`src/rtl/alu_pkg.sv`:
```
// Shared types and constants for the ALU issue stage: field widths, FSM encoding,
// the instruction layout stored in the FIFO, and the result reported on timeout.
package alu_pkg;

  localparam int OPCODE_W = 4;
  localparam int DATA_W   = 8;
  localparam int ENTRY_W  = OPCODE_W + 2 * DATA_W;

  localparam logic [DATA_W-1:0] TIMEOUT_DATA = 8'hFF;

  typedef enum logic [1:0] {
    ST_IDLE = 2'd0,
    ST_BUSY = 2'd1,
    ST_HOLD = 2'd2
  } state_t;

  typedef struct packed {
    logic [OPCODE_W-1:0] opcode;
    logic [DATA_W-1:0]   a;
    logic [DATA_W-1:0]   b;
  } instr_t;

endpackage

```
`src/rtl/alu_instr_fifo.sv`:
```
// Instruction FIFO: DEPTH entries of {opcode, A, B}, extra-MSB pointers for full/empty,
// show-ahead read port (dout is the current head).
module alu_instr_fifo
  import alu_pkg::*;
#(
  parameter int DEPTH = 4
) (
  input  logic               clk,
  input  logic               rst_n,
  input  logic               push,
  input  logic [ENTRY_W-1:0] din,
  input  logic               pop,
  output logic [ENTRY_W-1:0] dout,
  output logic               full,
  output logic               empty
);

  localparam int AW = $clog2(DEPTH);
  localparam logic [AW:0] PTR_ONE = {{AW{1'b0}}, 1'b1};

  logic [AW:0]        wr_ptr;
  logic [AW:0]        rd_ptr;
  logic [ENTRY_W-1:0] mem [DEPTH];
  logic               do_push;
  logic               do_pop;

  assign full    = (wr_ptr[AW] != rd_ptr[AW]) && (wr_ptr[AW-1:0] == rd_ptr[AW-1:0]);
  assign empty   = (wr_ptr == rd_ptr);
  assign do_push = push && !full;
  assign do_pop  = pop && !empty;
  assign dout    = mem[rd_ptr[AW-1:0]];

  always_ff @(posedge clk or negedge rst_n) begin
    if (!rst_n) begin
      wr_ptr <= '0;
      rd_ptr <= '0;
    end else begin
      if (do_push) wr_ptr <= wr_ptr + PTR_ONE;
      if (do_pop)  rd_ptr <= rd_ptr + PTR_ONE;
    end
  end

  // NOTE: storage is not reset; the pointers alone decide which entries are valid.
  always_ff @(posedge clk) begin
    if (do_push) mem[wr_ptr[AW-1:0]] <= din;
  end

endmodule

```
`src/rtl/alu_op_issue.sv`:
```
// ALU issue stage: queues instructions, presents one at a time on registered OP_* outputs,
// waits for the ALU result (or times out) and holds it for the downstream handshake.
module alu_op_issue
  import alu_pkg::*;
#(
  parameter int          DEPTH   = 4,
  parameter int unsigned TIMEOUT = 16
) (
  input  logic                clk,
  input  logic                rst_n,
  input  logic                in_valid,
  output logic                in_ready,
  input  logic [OPCODE_W-1:0] in_opcode,
  input  logic [DATA_W-1:0]   in_a,
  input  logic [DATA_W-1:0]   in_b,
  output logic                op_valid,
  output logic [OPCODE_W-1:0] op_code,
  output logic [DATA_W-1:0]   op_a,
  output logic [DATA_W-1:0]   op_b,
  input  logic                res_valid,
  input  logic [DATA_W-1:0]   res_data,
  output logic                out_valid,
  input  logic                out_ready,
  output logic [DATA_W-1:0]   out_data,
  output logic                timeout_err
);

  // Last BUSY cycle before timeout: the counter reads TIMEOUT-1 during the TIMEOUT-th cycle.
  localparam logic [7:0] TIMEOUT_CNT = 8'(TIMEOUT - 1);

  state_t             state;
  state_t             state_next;
  logic [7:0]         cnt;
  logic               fifo_full;
  logic               fifo_empty;
  logic               fifo_pop;
  logic [ENTRY_W-1:0] fifo_dout;
  instr_t             head;
  logic               res_take;
  logic               timeout_hit;
  logic               out_done;

  alu_instr_fifo #(.DEPTH(DEPTH)) u_fifo (
    .clk   (clk),
    .rst_n (rst_n),
    .push  (in_valid),
    .din   ({in_opcode, in_a, in_b}),
    .pop   (fifo_pop),
    .dout  (fifo_dout),
    .full  (fifo_full),
    .empty (fifo_empty)
  );

  assign head     = fifo_dout;
  assign in_ready = !fifo_full && rst_n;

  // NOTE: every always_comb output gets a default first so no path can infer a latch.
  always_comb begin
    state_next  = state;
    fifo_pop    = 1'b0;
    res_take    = 1'b0;
    timeout_hit = 1'b0;
    out_done    = 1'b0;
    case (state)
      ST_IDLE: begin
        if (!fifo_empty) begin
          fifo_pop   = 1'b1;
          state_next = ST_BUSY;
        end
      end
      ST_BUSY: begin
        if (res_valid) begin
          res_take   = 1'b1;
          state_next = ST_HOLD;
        end else if (cnt == TIMEOUT_CNT) begin
          timeout_hit = 1'b1;
          state_next  = ST_HOLD;
        end
      end
      ST_HOLD: begin
        if (out_ready) begin
          out_done   = 1'b1;
          state_next = ST_IDLE;
        end
      end
      default: state_next = ST_IDLE;
    endcase
  end

  always_ff @(posedge clk or negedge rst_n) begin
    if (!rst_n) begin
      state       <= ST_IDLE;
      cnt         <= '0;
      op_valid    <= 1'b0;
      op_code     <= '0;
      op_a        <= '0;
      op_b        <= '0;
      out_valid   <= 1'b0;
      out_data    <= '0;
      timeout_err <= 1'b0;
    end else begin
      state <= state_next;
      if (fifo_pop) begin
        op_valid <= 1'b1;
        op_code  <= head.opcode;
        op_a     <= head.a;
        op_b     <= head.b;
        cnt      <= '0;
      end else if (state == ST_BUSY) begin
        cnt <= cnt + 8'd1;
      end
      if (res_take || timeout_hit) begin
        op_valid  <= 1'b0;
        out_valid <= 1'b1;
        out_data  <= res_take ? res_data : TIMEOUT_DATA;
      end
      if (timeout_hit) timeout_err <= 1'b1;
      if (out_done)    out_valid   <= 1'b0;
    end
  end

endmodule

```
`config.mk`:
```
export PLATFORM = sky130hd
export DESIGN_NAME = alu_op_issue
export DESIGN_NICKNAME = d
export VERILOG_FILES = /design/src/rtl/alu_pkg.sv /design/src/rtl/alu_instr_fifo.sv /design/src/rtl/alu_op_issue.sv
export SDC_FILE = /design/constraint.sdc
export NUM_CORES = 1
export LEC_CHECK = 0
export ABC_AREA = 1
export CAP_MARGIN = 20
export CORE_ASPECT_RATIO = 0.8
export CORE_MARGIN = 4
export CORE_UTILIZATION = 50
export DETAILED_ROUTE_END_ITERATION = 8
export PLACE_DENSITY = 0.72
export SLEW_MARGIN = 20
export SYNTH_ARGS = -nofsm -noshare
export SYNTH_HDL_FRONTEND = slang
export SYNTH_SLANG_ARGS = --single-unit
```
`constraint.sdc`:
```
create_clock -name clk -period 6.2 [get_ports clk]
set_input_delay 0.93 -clock clk [delete_from_list [all_inputs] [get_ports clk]]
set_output_delay 0.93 -clock clk [all_outputs]
set_load 0.01 [all_outputs]
```
==> reports/results.txt, run 1 <==
H-Tree Depth: 4
Crit end category: output port
Initial antenna violation count: 0
Die area: 12800 um2
Post-synthesis cell count: 561
Peak supply drop: 281 uV
Cell area after synthesis: 5520 um2
Reg clk slew, reported paths: 0.05 ns
Synth warn: 0
Vias: 3794
Syn-to-layout area delta: 23.1%
GRT Overall Usage: 17.8%
Synth Flop Type: edfxtp_1
Commonest non-fill, non-tap cell in the layout: nand2_1
Critical path fanouts, max: 24
Starting DRT DRC Count: 176
Final WL: 10.8 mm
Synth cell types: 27
Vias per cell: 4.85
Post-synth EDFFs: 80
Total power: 3.44 mW
Vias in the first global route: 3777
Core Box Area: 10800 um2
Final Hold Viols: 0
Setup Viol. Count Final: 0
GPL Wtd Cong: 0.810
Synth Register Bits: 127
Crit path DAT: 2.76 ns
Clock sink total: 127
Detailed Routing Iterations Pass 1: 4
Most frequent cells in the layout: nand2_1, edfxtp_1, clkdlybuf4s50_1, inv_1, dfrtp_1
Status: finished clean
Top-Level Pins: 65
Die height: 102 um
F_max: 271 MHz
Hold WC Path Type: reg2reg
FP Rows: 34
HPWL Detailed: 6.92 mm
Fin. max-slew vios: 0
Postcts setup bufs: 0
Required @ worst endpoint: 5.27 ns
Crit path time final: 3.69 ns
Synth area leaders: edfxtp_1, dfrtp_1, nand2_1, nand3_1, inv_1
Sequential fraction of the synthesis area: 64.8%
Mapped Avg Cell Area: 9.84 um2
Post-Syn Nets: 600
Total of max-cap violations: 0
TritonCTS clock tree: built
Max-slew headroom: 29.6%
Antenna viol nets, final: 0
Clk_lat worst skew: 0.40 ns
RSZ-0062 raised after global routing: no
Global-route wire length before repair: 17.9 mm
Die W: 125 um
Ant. Diodes: 0
Pleak: 3.12 nW
Post-route DRC violation count: 0
Root buf cell: clkbuf_16
Post-route setup TNS: 0 ns
Post-CTS sizing: 0
PwrDens: 506 nW/um2
Remaining global-route overflow: 0
Fin nets: 664
Period utilization: 59.5%
Fraction of registers with async set/reset: 37.0%
Critical path class: reg2out
Share of cells above drive strength 1: 10.5%
Buffers on Ports: 64
CTS buffer count: 17
Hold Buf Count CTS: 0
Initial Util: 50.9%
Clock Skew: 0.00604 ns
Average wire per standard cell: 13.7 um
Longest Clk Path Bufs: 2
Worst setup SP type: flop
Dominant cell type by area after synthesis: edfxtp_1
Pin count of the biggest net entering global routing: 49
Top-area cell type share of the netlist area: 43.5%
Least-Margin Pin Slew: 1.06 ns
worst max-delay path, stage by stage, from the launching register on:
cell,delay (ns)
dfrtp_1,0.87
inv_2,0.38
nand2_1,0.15
nand2_1,0.12
nand3_1,0.16
nand2_1,0.07
inv_1,0.08
clkdlybuf4s50_1,0.53
worst paths after layout:
kind / to / from / cells after the start / slack [ns]
setup / recovery: in_ready / u_fifo.rd_ptr[1] / 7 / 2.51
hold / removal: timeout_err / timeout_err / 2 / 0.47
setup reg to reg: u_fifo.mem[3][16] / u_fifo.rd_ptr[1] / 6 / 3.11
hold reg to reg: timeout_err / timeout_err / 2 / 0.47
max in group asynchronous: op_code[0] / rst_n / 2 / 5.15
min in group asynchronous: op_b[0] / rst_n / 2 / 0.63
cells in the mapped netlist, drive strengths merged, types with 4 or more instances:
cell / instances
nor2: 14
clkbuf: 4
o21ai: 6
buf: 17
edfxtp: 80
dfrtp: 47
or2: 9
nand2: 259
ha: 6
inv: 63
nand3: 45
xnor2: 4
report_power, final:
part           switching (mW)  internal (mW)  leakage, nW
clock network           0.340          0.623        0.288
registers               0.130           1.16         1.31
logic                   0.733          0.449         1.52
total                    1.20           2.23         3.12
sequential cells by signal (all words and copies together), names as in the netlist:
signal,cells
op_code,4
out_data,8
u_fifo.rd_ptr,3
cnt,8
out_valid,1
u_fifo.wr_ptr,3
state,2
op_a,8
u_fifo.mem,80
timeout_err,1
op_b,8
op_valid,1
cell families (layout without fill, tap and decap cells):
family / Yosys count / in the layout / synth area share, %
simple gates: 330 / 330 / 25.0
flops: 127 / 127 / 64.8
buf+inv: 84 / 161 / 7.12
compound gates: 10 / 10 / 1.02
fa+ha+maj: 6 / 6 / 1.36
xor+xnor: 4 / 4 / 0.635
layer usage:
metal	track usage (%)	part of all wire, %	vias to the layer above
li1	-	-	1903
met1	21.9	44	1790
met2	30.3	50	91
met3	5.02	5.0	10
met4	6.83	0.73	0
met5	0	0	-
through the flow:
step	area [um2]	std cells	worst slack [ns]	util, %	hold slack (ns)
after CTS	6790	782	2.49	62.6	0.479
after floorplan	5520	561	3.91	-	0.494
after global routing	6800	782	2.29	62.7	0.507
after global placement	6210	750	2.98	57.2	0.457
after detailed placement	6210	750	2.93	57.2	0.464
final	6800	782	2.51	62.7	0.472
area by class of cell:
| class | count | area, um2 |
|---|---|---|
| clock buffer | 18 | 429 |
| fill | 846 | 4050 |
| tap | 144 | 180 |
| inverter | 63 | 241 |
| timing repair buffer | 66 | 651 |
| sequential | 127 | 3580 |
| clock inverter | 14 | 149 |
| multi-input combinational | 350 | 1570 |
Note: power is estimated with default switching activity, not from simulation.
==> inputs of run 2 (changes only) <==
Clock period 6.2 ns to 3.75 ns, I/O delays scaled along.
==> reports/results.txt, run 2 (same netlist as run 1, synthesis figures left out) <==
Syn-to-layout area delta: 23.5%
Global-route wire length before repair: 17.7 mm
DP Worst Slack: 1.39 ns
FP Rows: 34
Max FFs per register: 80
Hold Buf Count CTS: 0
Fin. max-slew vios: 0
Initial Util: 50.9%
Detailed Routing Iterations Pass 1: 5
Buffers on Ports: 64
GPL Wtd Cong: 0.753
Clock Skew: 0.00974 ns
Final WL: 10.9 mm
Post-route setup TNS: 0 ns
Setup ws final: 0.958 ns
Clock sink total: 127
Vias per cell: 4.84
Commonest non-fill, non-tap cell in the layout: nand2_1
Hold WC Path Type: in2async
CP peak stage delay: 0.46 ns
Crit path DAT: 2.23 ns
Root buf cell: clkbuf_16
Fin nets: 669
Least-Margin Pin Slew: 0.633 ns
Top-Level Pins: 65
R2R depth: 7
HPWL Detailed: 6.57 mm
Max-slew headroom: 57.8%
Ant. Diodes: 0
Crit end category: output port
Pin count of the biggest net entering global routing: 48
Die W: 125 um
GRT Overall Usage: 17.9%
Crit-path most repeated cell: nand2_1
Slowest cell on the critical path: clkdlybuf4s50_1
Initial antenna violation count: 0
Critical path class: reg2out
Vias in the first global route: 3781
Die height: 102 um
PwrDens: 835 nW/um2
Remaining global-route overflow: 0
Crit path time final: 2.79 ns
Share of cells above drive strength 1: 11.0%
Largest delay share family, worst path: buffers and inverters
Total of max-cap violations: 0
Longest Clk Path Bufs: 2
Clk_lat worst skew: 0.41 ns
Reg clk slew, reported paths: 0.05 ns
Antenna viol nets, final: 0
Vias: 3813
Worst setup SP type: flop
Status: finished clean
Peak supply drop: 419 uV
Post-CTS sizing: 0
RSZ-0062 raised after global routing: no
Setup Viol. Count Final: 0
Starting DRT DRC Count: 251
Most frequent cells in the layout: nand2_1, edfxtp_1, clkdlybuf4s50_1, inv_1, dfrtp_1
Post-route DRC violation count: 0
F_max: 358 MHz
CTS buffer count: 17
H-Tree Depth: 4
Final Hold Viols: 0
Final-layout fill cell count: 887
Required @ worst endpoint: 3.19 ns
Average wire per standard cell: 13.9 um
Core Box Area: 10800 um2
Period utilization: 74.5%
Die area: 12800 um2
CP Depth: 7
Cells along the critical path: buf_4 > nand2_1 > nand2_2 > nand3_1 > nand2_1 > inv_1 > clkdlybuf4s50_1
Critical path fanouts, max: 43
Postcts setup bufs: 0
TritonCTS clock tree: built
Critical path buffers and inverters: 3
Pleak: 3.14 nW
[run 2: cell count changes in the layout (fill, tap and decap cells not counted)]
cell	before	now
clkbuf_8	0	1
clkinv_2	7	4
nor2_2	4	6
bufinv_16	3	2
clkinvlp_4	1	0
clkinv_4	1	4
clkinv_1	2	0
buf_4	2	7
clkbuf_1	1	4
nor2_4	2	0
[run 2: final cells by class]
class | count | area (um2) | area share, %
inverters | 63 | 241 | 3.54
clock buffers | 22 | 454 | 6.66
well taps | 144 | 180 | 2.64
clock inverters | 10 | 115 | 1.69
repair buffers | 71 | 688 | 10.1
flip-flops and latches | 127 | 3580 | 52.5
multi-input cells | 350 | 1560 | 22.9
[run 2: path summary, 6_finish.rpt]
check / slack, ns / to / startpoint
setup / recovery: 0.96 / in_ready / u_fifo.rd_ptr[0]
hold / removal: 0.29 / op_b[1] / rst_n
setup reg to reg: 1.70 / u_fifo.mem[0][8] / u_fifo.rd_ptr[0]
max in group asynchronous: 3.04 / u_fifo.rd_ptr[1] / rst_n
min in group clk: 0.46 / timeout_err / timeout_err
hold reg to reg: 0.46 / timeout_err / timeout_err
[run 2: power by group]
| group | internal [mW] | total (mW) | leakage, nW | switching [mW] |
|---|---|---|---|---|
| combinational | 0.761 | 2.04 | 1.55 | 1.28 |
| sequential | 1.92 | 2.09 | 1.31 | 0.175 |
| clock | 0.994 | 1.56 | 0.282 | 0.568 |
| total | 3.67 | 5.69 | 3.14 | 2.02 |
[run 2: per-stage QoR]
step	util, %	power (mW)	hold WS (ns)	area [um2]	std cells
after floorplan	-	3.52	0.267	5520	561
after global placement	57.6	4.10	0.451	6250	755
after detailed placement	57.6	4.16	0.460	6250	755
after CTS	62.8	5.76	0.302	6820	787
after global routing	62.8	6.10	0.336	6820	787
final	62.8	5.69	0.289	6820	787
[run 2: worst register-to-register path: cells and delay by family, from the launching register on]
family / cells / cell delay [ns]
and+or+nand+nor: 5 / 0.70
buffers and inverters: 2 / 0.61
DFF: 1 / 0.41
[run 2: per-layer routing]
| layer | track usage [%] | vias to the layer above | part of all wire (%) |
|---|---|---|---|
| met4 | 5.75 | 0 | 1.0 |
| li1 | - | 1909 | - |
| met1 | 21.7 | 1800 | 44 |
| met2 | 30.4 | 95 | 50 |
| met5 | 0 | - | 0 |
| met3 | 6.22 | 9 | 5.1 |
